$ cat config.mk
export PLATFORM = sky130hd
export DESIGN_NAME = baudrate_generator_frac
export DESIGN_NICKNAME = d
export VERILOG_FILES = /design/src/rtl/uart_pkg.sv /design/src/rtl/brg_frac_accum.sv /design/src/rtl/baudrate_generator_frac.sv
export SDC_FILE = /design/constraint.sdc
export NUM_CORES = 1
export LEC_CHECK = 0
export CORE_AREA = 4 4 83 85
export CTS_CLUSTER_SIZE = 28
export DETAILED_ROUTE_END_ITERATION = 10
export DIE_AREA = 0 0 87 89
export PLACE_DENSITY_LB_ADDON = 0.2
export SLEW_MARGIN = 20
export SYNTH_ARGS = -nofsm -noshare
export SYNTH_HDL_FRONTEND = slang
export SYNTH_SLANG_ARGS = --single-unit
export TNS_END_PERCENT = 20
$ cat constraint.sdc
create_clock -name i_clock -period 11.36 [get_ports i_clock]
set_clock_uncertainty 0.15 [all_clocks]
set_input_delay 1.136 -clock i_clock [delete_from_list [all_inputs] [get_ports i_clock]]
set_output_delay 1.136 -clock i_clock [all_outputs]
set_load 0.005 [all_outputs]
$ cat src/rtl/uart_pkg.sv
// Shared UART constants and divisor types.
// Reset divisors plus the 100 MHz / 38400-baud divisor pair.
package uart_pkg;

  localparam int BRG_NB_COUNT = 8;
  localparam int BRG_NB_FRAC = 8;
  localparam int BRG_OVERSAMPLE = 16;

  localparam int BRG_DIV_INT_RST = 163;
  localparam int BRG_DIV_FRAC_RST = 0;

  localparam int BRG_DIV_INT_38400 = 162;
  localparam int BRG_DIV_FRAC_38400 = 195;

  typedef struct packed {
    logic [BRG_NB_COUNT-1:0] div_int;
    logic [BRG_NB_FRAC-1:0]  div_frac;
  } brg_div_t;

endpackage

$ cat src/rtl/brg_frac_accum.sv
// Fractional-N phase accumulator: next acc, carry, next period.
// Ports: acc/div in; next acc, carried period, sync base period out.
module brg_frac_accum
  import uart_pkg::*;
#(
  parameter int NB_COUNT = BRG_NB_COUNT,
  parameter int NB_FRAC  = BRG_NB_FRAC
) (
  input  logic [NB_FRAC-1:0]  i_acc,
  input  logic [NB_COUNT-1:0] i_div_int,
  input  logic [NB_FRAC-1:0]  i_div_frac,
  output logic [NB_FRAC-1:0]  o_acc,
  output logic [NB_COUNT:0]   o_period,
  output logic [NB_COUNT:0]   o_base
);

  logic [NB_FRAC:0]    sum;
  logic [NB_COUNT-1:0] div_eff;

  always_comb begin
    sum = {1'b0, i_acc} + {1'b0, i_div_frac};
    // A zero divisor would never wrap; run it as 1.
    div_eff = (i_div_int == '0) ? NB_COUNT'(1) : i_div_int;
    o_acc = sum[NB_FRAC-1:0];
    o_base = {1'b0, div_eff};
    o_period = o_base + {{NB_COUNT{1'b0}}, sum[NB_FRAC]};
  end

endmodule

$ cat src/rtl/baudrate_generator_frac.sv
// Fractional baud generator: oversample tick, mid/bit strobes, shadowed divisor.
// Ports: clock/reset, enable, sync, load+divisor in; tick, mid, bit, pending, br_clock out. Macro: BRG_SQUARE_OUT_EN.
module baudrate_generator_frac
  import uart_pkg::*;
#(
  parameter int NB_COUNT         = BRG_NB_COUNT,
  parameter int NB_FRAC          = BRG_NB_FRAC,
  parameter int OVERSAMPLE       = BRG_OVERSAMPLE,
  parameter int DEFAULT_DIV_INT  = BRG_DIV_INT_RST,
  parameter int DEFAULT_DIV_FRAC = BRG_DIV_FRAC_RST
) (
  input  logic                i_clock,
  input  logic                i_reset,
  input  logic                i_enable,
  input  logic                i_sync,
  input  logic                i_load,
  input  logic [NB_COUNT-1:0] i_div_int,
  input  logic [NB_FRAC-1:0]  i_div_frac,
  output logic                o_tick,
  output logic                o_mid_tick,
  output logic                o_bit_tick,
  output logic                o_pending,
  output logic                o_br_clock
);

  localparam int NB_SUB = $clog2(OVERSAMPLE);
  localparam int NB_PER = NB_COUNT + 1;

  localparam logic [NB_SUB-1:0] SUB_LAST = NB_SUB'(OVERSAMPLE - 1);
  localparam logic [NB_SUB-1:0] SUB_PRE_MID = NB_SUB'(OVERSAMPLE / 2 - 1);

  localparam logic [NB_COUNT-1:0] DIV_INT_RST = NB_COUNT'(DEFAULT_DIV_INT);
  localparam logic [NB_FRAC-1:0] DIV_FRAC_RST = NB_FRAC'(DEFAULT_DIV_FRAC);
  localparam logic [NB_PER-1:0] PERIOD_RST =
    (DEFAULT_DIV_INT == 0) ? NB_PER'(1) : {1'b0, DIV_INT_RST};

  logic [NB_COUNT-1:0] cnt_q, cnt_d;
  logic [NB_FRAC-1:0]  acc_q, acc_d;
  logic [NB_SUB-1:0]   sub_q, sub_d;
  logic [NB_PER-1:0]   period_q, period_d;
  logic [NB_COUNT-1:0] act_int_q, act_int_d;
  logic [NB_FRAC-1:0]  act_frac_q, act_frac_d;
  logic [NB_COUNT-1:0] shd_int_q, shd_int_d;
  logic [NB_FRAC-1:0]  shd_frac_q, shd_frac_d;
  logic                pend_q, pend_d;
  logic                tick_q, tick_d;
  logic                mid_q, mid_d;
  logic                bit_q, bit_d;

  logic                wrap;
  logic                apply;
  logic [NB_COUNT-1:0] use_int;
  logic [NB_FRAC-1:0]  use_frac;
  logic [NB_FRAC-1:0]  acc_nxt;
  logic [NB_PER-1:0]   period_nxt;
  logic [NB_PER-1:0]   period_base;

  assign wrap = ({1'b0, cnt_q} == (period_q - NB_PER'(1)));

  // Shadow lands on a wrap, a sync, or whenever counting is frozen.
  assign apply = pend_q & (i_sync | ~i_enable | wrap);

  // The period that starts at this edge already uses the new divisor.
  assign use_int = apply ? shd_int_q : act_int_q;
  assign use_frac = apply ? shd_frac_q : act_frac_q;

  brg_frac_accum #(
    .NB_COUNT(NB_COUNT),
    .NB_FRAC (NB_FRAC)
  ) u_accum (
    .i_acc     (acc_q),
    .i_div_int (use_int),
    .i_div_frac(use_frac),
    .o_acc     (acc_nxt),
    .o_period  (period_nxt),
    .o_base    (period_base)
  );

  always_comb begin
    cnt_d = cnt_q;
    acc_d = acc_q;
    sub_d = sub_q;
    period_d = period_q;
    act_int_d = use_int;
    act_frac_d = use_frac;
    shd_int_d = shd_int_q;
    shd_frac_d = shd_frac_q;
    pend_d = pend_q;
    tick_d = 1'b0;
    mid_d = 1'b0;
    bit_d = 1'b0;

    // A load on the apply edge re-arms pending with the new value.
    if (i_load) begin
      shd_int_d = i_div_int;
      shd_frac_d = i_div_frac;
      pend_d = 1'b1;
    end else if (apply) begin
      pend_d = 1'b0;
    end

    unique case (1'b1)
      i_sync: begin
        cnt_d = '0;
        acc_d = '0;
        sub_d = '0;
        period_d = period_base;
      end
      (!i_sync && !i_enable): begin
      end
      (!i_sync && i_enable && wrap): begin
        cnt_d = '0;
        acc_d = acc_nxt;
        period_d = period_nxt;
        tick_d = 1'b1;
        bit_d = (sub_q == SUB_LAST);
        mid_d = (sub_q == SUB_PRE_MID);
        sub_d = (sub_q == SUB_LAST) ? '0 : sub_q + NB_SUB'(1);
      end
      default: begin
        cnt_d = cnt_q + NB_COUNT'(1);
      end
    endcase
  end

  always_ff @(posedge i_clock or negedge i_reset) begin
    if (!i_reset) begin
      cnt_q <= '0;
      acc_q <= '0;
      sub_q <= '0;
      period_q <= PERIOD_RST;
      act_int_q <= DIV_INT_RST;
      act_frac_q <= DIV_FRAC_RST;
      shd_int_q <= DIV_INT_RST;
      shd_frac_q <= DIV_FRAC_RST;
      pend_q <= 1'b0;
      tick_q <= 1'b0;
      mid_q <= 1'b0;
      bit_q <= 1'b0;
    end else begin
      cnt_q <= cnt_d;
      acc_q <= acc_d;
      sub_q <= sub_d;
      period_q <= period_d;
      act_int_q <= act_int_d;
      act_frac_q <= act_frac_d;
      shd_int_q <= shd_int_d;
      shd_frac_q <= shd_frac_d;
      pend_q <= pend_d;
      tick_q <= tick_d;
      mid_q <= mid_d;
      bit_q <= bit_d;
    end
  end

  assign o_tick = tick_q;
  assign o_mid_tick = mid_q;
  assign o_bit_tick = bit_q;
  assign o_pending = pend_q;

`ifdef BRG_SQUARE_OUT_EN
  logic br_q, br_d;

  always_comb begin
    br_d = br_q;
    if (i_sync) br_d = 1'b0;
    else if (bit_d) br_d = 1'b1;
    else if (mid_d) br_d = 1'b0;
  end

  always_ff @(posedge i_clock or negedge i_reset) begin
    if (!i_reset) br_q <= 1'b0;
    else br_q <= br_d;
  end

  assign o_br_clock = br_q;
`else
  assign o_br_clock = 1'b0;
`endif

endmodule

Word level (Yosys, flattened, before mapping). Index checks and enable logic that the tools add are counted.

Bits in registers: 65. Input port bits: 21. Output and inout bits: 5. Logic and storage cells: 46.

$add $sub $neg: 5. Eq/ne operators: 3. Muxes and demuxes: 13. Bitwise gates (word level): 4. Reduce and logical (&&, ||, !) cells: 9.

Operators by type and width (count): 8-bit one-hot mux with 2 select lines (2); 8-bit 2-to-1 mux (3); 9-bit one-hot mux with 2 select lines (1); 8-bit by 1-bit adder with 9-bit output (1); 8-bit by 8-bit adder with 9-bit output (1); 8-bit by 9-bit == test with 1-bit output (1); 9-bit by 1-bit subtractor with 9-bit output, second input constant (1); 8-bit by 1-bit adder with 8-bit output, second input constant (1); 8-bit logical NOT (1); 4-bit one-hot mux with 2 select lines (1); 1-bit 2-to-1 mux (5); 4-bit by 1-bit adder with 4-bit output, second input constant (1); 4-bit by 3-bit == test with 1-bit output, second input constant (1); 4-bit == test, second input constant (1); 4-bit 2-to-1 mux (1); 2-bit nonzero test (2); 1-bit logical AND (3); 1-bit logical NOT (2); 1-bit OR (2); 2-bit OR reduction (1); 1-bit bitwise AND (1); 1-bit NOT (1).

Depth between registers and ports, before layout.
Depth after elaboration: 9. Mapped depth: 26. Mapped depth without buffers: 24.

Hierarchy. A second synthesis with hierarchy kept.

Cell total of the unflattened synthesis: 412. Area, all modules: 4071.4 sq um.

Modules (own cells, without submodules): baudrate_generator_frac (instances 1, cells each 342, area each 3557.2 sq um, sequential area each 1641.6 sq um); brg_frac_accum (instances 1, cells each 70, area each 514.2 sq um, sequential area each 0.0 sq um).

Least setup slack after synthesis. No wires, ideal clock.

Path type: reg2reg. From: reg period_q[0]. To: reg period_q[7]. Library setup time: 91 ps. Data arrival time: 4826 ps. Data required time: 11119 ps. Setup slack: 6293 ps. Stages on the path, launching flop included: 27. Path buffers: 3. Clock period less this slack: 5067 ps. Cells stage by stage: dfstp_2 -> inv_1 -> ha_1 -> nor2b_1 -> nor3b_1 -> o31a_1 -> o211ai_4 -> o21ai_2 -> buf_2 -> buf_2 -> mux2_2 -> ha_1 -> a21oi_1 -> o21bai_1 -> a21oi_1 -> nor2_1 -> nor2_1 -> nor2b_1 -> o21ai_0 -> nand2b_1 -> ha_1 -> nand2_1 -> or4_4 -> buf_6 -> o31a_1 -> nor3_1 -> o31ai_1.

Elaborated cells on any way between the ends: 13. Classes of those cells: add/sub (3); eq/ne (1); mux (4); bitwise (2); reduce/logical (3).

RTL lines: start, declared (line baudrate_generator_frac.sv:40) `logic [NB_PER-1:0] period_q, period_d;`; start signal, assigned (line baudrate_generator_frac.sv:144) `period_q <= period_d;`; 9-bit by 1-bit subtractor with 9-bit output (line baudrate_generator_frac.sv:58) `assign wrap = ({1'b0, cnt_q} == (period_q - NB_PER'(1)));`; 8-bit by 9-bit == test with 1-bit output (line baudrate_generator_frac.sv:58); 1-bit OR (line baudrate_generator_frac.sv:61) `assign apply = pend_q & (i_sync | ~i_enable | wrap);`; 1-bit bitwise AND (line baudrate_generator_frac.sv:61); 8-bit 2-to-1 mux (line baudrate_generator_frac.sv:65) `assign use_frac = apply ? shd_frac_q : act_frac_q;`; via act_frac_d[2] (line baudrate_generator_frac.sv:42) `logic [NB_FRAC-1:0] act_frac_q, act_frac_d;`; 8-bit by 8-bit adder with 9-bit output (line brg_frac_accum.sv:21) `sum = {1'b0, i_acc} + {1'b0, i_div_frac};`; 8-bit by 1-bit adder with 9-bit output (line brg_frac_accum.sv:26) `o_period = o_base + {{NB_COUNT{1'b0}}, sum[NB_FRAC]};`; 9-bit one-hot mux with 2 select lines (line baudrate_generator_frac.sv:102) `unique case (1'b1)`.

The timed path passes the listed nets, and every way through them passes these cells. A chain may end at the register's enable or synchronous reset.

Worst setup path in the final report.
From: reg period_q[1]. To: reg period_q[5].

The elaborated chain is that of the path after synthesis.

==> impl_metrics.tcl <==
set metrics [dict create \
    outcome "complete, no violations" \
    ys_ff_latch 65 \
    io_pins 26 \
    start_util_pct 57.6 \
    drc 0 \
    place_area_sq_mm 0.00387 \
    cp-start-kind "register" \
    multi_input_comb_area_sq_mm 0.00183 \
    ys_async_sr_fraction_pct 100 \
    worst_slew_pin_slew_ns 0.928 \
    viasPerCell 5.94 \
    area_delta_synth_final_pct 14.9 \
    grt_pass1_wl_mm 12.5 \
    yosys_warnings 0 \
    dpl.hpwl_mm 5.44 \
    crit_type "reg -> reg" \
    min_period_ns 5.27 \
    crit_top_cell "ha_1" \
    timing.fmax_mhz 190 \
    timing.setup.tns_ns 0 \
    syn_area_sq_mm 0.00357 \
    ctsHtreeMaxLevel 3 \
    drive_gt1_share_pct 18.8 \
    critPathCaptureType "register" \
    cts_sinks 65 \
    cp.required_ns 11.45 \
    slew_viol_final 0 \
    ys_dominant_reg_cell "dfrtp_1" \
    met3_usage_pct 3.13 \
    fillCellCount 483 \
    syn-instance-count 346 \
    postCtsSetupBuffers 0 \
    globalRouteMet2Util_pct 35.7 \
    rsz0062_at_grt "no" \
    die_h_um 89 \
    hold_violations 0 \
    ff_latch_area_sq_mm 0.00164 \
    wl_mm 7.60 \
    cts.clk_slew.worst_paths_ns 0.07 \
    power_leakage_uw 0.00175 \
    overflow 0 \
    setup_viol_count_final 0 \
    met1_usage_pct 26.7 \
    ys_types 59 \
    cts_resized 0 \
    cp_max_fo 23 \
    critPathMaxStageDelay_ns 0.49 \
    finalCritPeriodShare_pct 46.4 \
    drt_iter0_drc 253 \
    top_usage_layer "met2" \
    relSlewSlack_pct 37.7 \
    ys_seq_area_share_pct 45.9 \
    cap_violations 0 \
    track_usage_pct 21.0 \
    peakVddDrop_mv 0.123 \
    die_area_sq_mm 0.00774 \
    power_density_mw_per_mm2 154 \
    diodes 0 \
    cts_tree "built" \
    clockBufferDepth 2 \
    wl_per_cell_um 16.7 \
    arrival_ns 5.36 \
    setup_slack_ns 6.09 \
    grt_max_degree 66 \
    core_area_sq_mm 0.00620 \
    antenna_found_initial 0 \
    hold_path_class "reg -> reg" \
    grt_pass1_vias 2581 \
    final_area_sq_mm 0.00411 \
    critPathSlowestCell "or4_4" \
    gp_congestion 0.827 \
    ctsHoldBuffers 0 \
    first_pass_iters 4 \
    route.vias.total 2695 \
    die_w_um 87 \
    synth_edf_count 0 \
    numCtsBuffers 9 \
    syn_nets 381 \
    clock-root-buffer "clkbuf_8" \
    cp_cell_sequence "inv_1, ha_1, nor2b_1, a21boi_1, o41ai_2, o21ai_0, o21ai_2, buf_4, mux2_2, ha_1, a21oi_1, o21bai_1, a21oi_1, nor2_1, nor2_1, nor2b_1, o21ai_0, nand2b_1, ha_1, nand2_1, or4_4, o31a_1, nor3_1, o31ai_1" \
    synth_area_per_cell_sq_um 10.3 \
    clock_latency_ns 0.34 \
    num_rows 29 \
    postRouteAntennaNets 0 \
    whs_ns 0.355 \
    nets 407 \
    dp_worst_setup_slack_ns 5.78 \
    port_buffers 24 \
]
## layer usage
metal | vias to the layer above | share of wire [%]
met5 | - | 0
met2 | 55 | 51
met1 | 1322 | 44
li1 | 1307 | -
met3 | 11 | 3.0
met4 | 0 | 1.7
## synthesized netlist by cell type, types with 7 or more instances
cell type	number	area [sq um]
xnor2_1	8	70.1
inv_1	13	48.8
nand2_1	30	113
nand3_1	20	100
nor2_1	18	67.6
mux2_2	30	338
clkbuf_1	7	26.3
nor4_1	7	43.8
dfstp_2	12	315
nor3_1	15	75.1
dfrtp_1	53	1330
ha_1	13	163
a21oi_1	11	55.1
nor2b_1	7	43.8
xor2_1	8	70.1
o21ai_0	23	115
## where the power goes
part / internal, uW / switching (uW) / total, uW
sequential: 260 / 22.4 / 282
combinational: 54.2 / 59.7 / 114
clock: 146 / 90.9 / 237
total: 460 / 173 / 633
## registers in the layout, indices dropped and copies added (netlist names)
name	cells
act_frac_q	8
act_int_q	8
cnt_q	8
o_tick	1
o_mid_tick	1
shd_frac_q	8
shd_int_q	8
o_bit_tick	1
sub_q	4
acc_q	8
period_q	9
o_pending	1
## area by class of cell
| cell class | count | share of cell area (%) |
|---|---|---|
| clock inverters | 7 | 2.89 |
| clock buffers | 9 | 3.01 |
| flip-flops and latches | 65 | 40.0 |
| multi-input cells | 257 | 44.5 |
| repair buffers | 26 | 6.09 |
| well taps | 77 | 2.34 |
| inverters | 13 | 1.19 |
## critical path, delay by kind of cell, from the launching register on
kind / cells / cell delay [ns]
AOI/OAI and AO/OA: 10 / 1.73
and+or+nand+nor: 8 / 1.39
buffers and inverters: 2 / 0.38
muxes: 1 / 0.40
DFF: 1 / 0.37
adders and majority gates: 3 / 0.75
## metrics by stage
| stage | total power (uW) | utilization, % | instances |
|---|---|---|---|
| after global routing | 661 | 66.2 | 454 |
| after floorplan | 362 | - | 346 |
| after CTS | 636 | 66.2 | 454 |
| final | 633 | 66.2 | 454 |
| after global placement | 395 | 62.3 | 438 |
| after detailed placement | 399 | 62.3 | 438 |
## logic make-up after synthesis
family          count (synthesis)  share of synthesized area, %
compound gates                 74                          14.4
mux                            35                          10.9
buf+inv                        24                          2.91
fa+ha+maj                      14                          5.11
simple gates                  117                          16.7
xor+xnor                       16                          3.92
other cells                     1                         0.105
flops                          65                          45.9
## final timing paths
path | depth (start not counted) | endpoint | start | slack [ns]
min reg2reg | 1 | shd_frac_q[7]$_DFFE_PN0P_ | shd_frac_q[7]$_DFFE_PN0P_ | 0.36
min | 1 | shd_frac_q[7]$_DFFE_PN0P_ | shd_frac_q[7]$_DFFE_PN0P_ | 0.36
max reg2reg | 24 | period_q[5]$_DFFE_PN1N_ | period_q[1]$_DFFE_PN1N_ | 6.09
max in group asynchronous | 2 | act_frac_q[2]$_DFF_PN0_ | i_reset | 9.74
min in group asynchronous | 2 | cnt_q[6]$_DFFE_PN0N_ | i_reset | 0.79
max | 24 | period_q[5]$_DFFE_PN1N_ | period_q[1]$_DFFE_PN1N_ | 6.09
## cell usage in the layout, fill, tap and decap left out, types with 9 or more instances in the layout
| cell | netlist | final |
|---|---|---|
| ha_1 | 13 | 13 |
| nor3_1 | 15 | 15 |
| clkdlybuf4s50_1 | 0 | 23 |
| dfstp_2 | 12 | 12 |
| nor2_1 | 18 | 18 |
| inv_1 | 13 | 13 |
| clkbuf_8 | 0 | 9 |
| dfrtp_1 | 53 | 53 |
| mux2_2 | 30 | 30 |
| o21ai_0 | 23 | 23 |
| a21oi_1 | 11 | 11 |
| nand2_1 | 30 | 30 |
| nand3_1 | 20 | 20 |
Power figures use the tool's default switching activity.
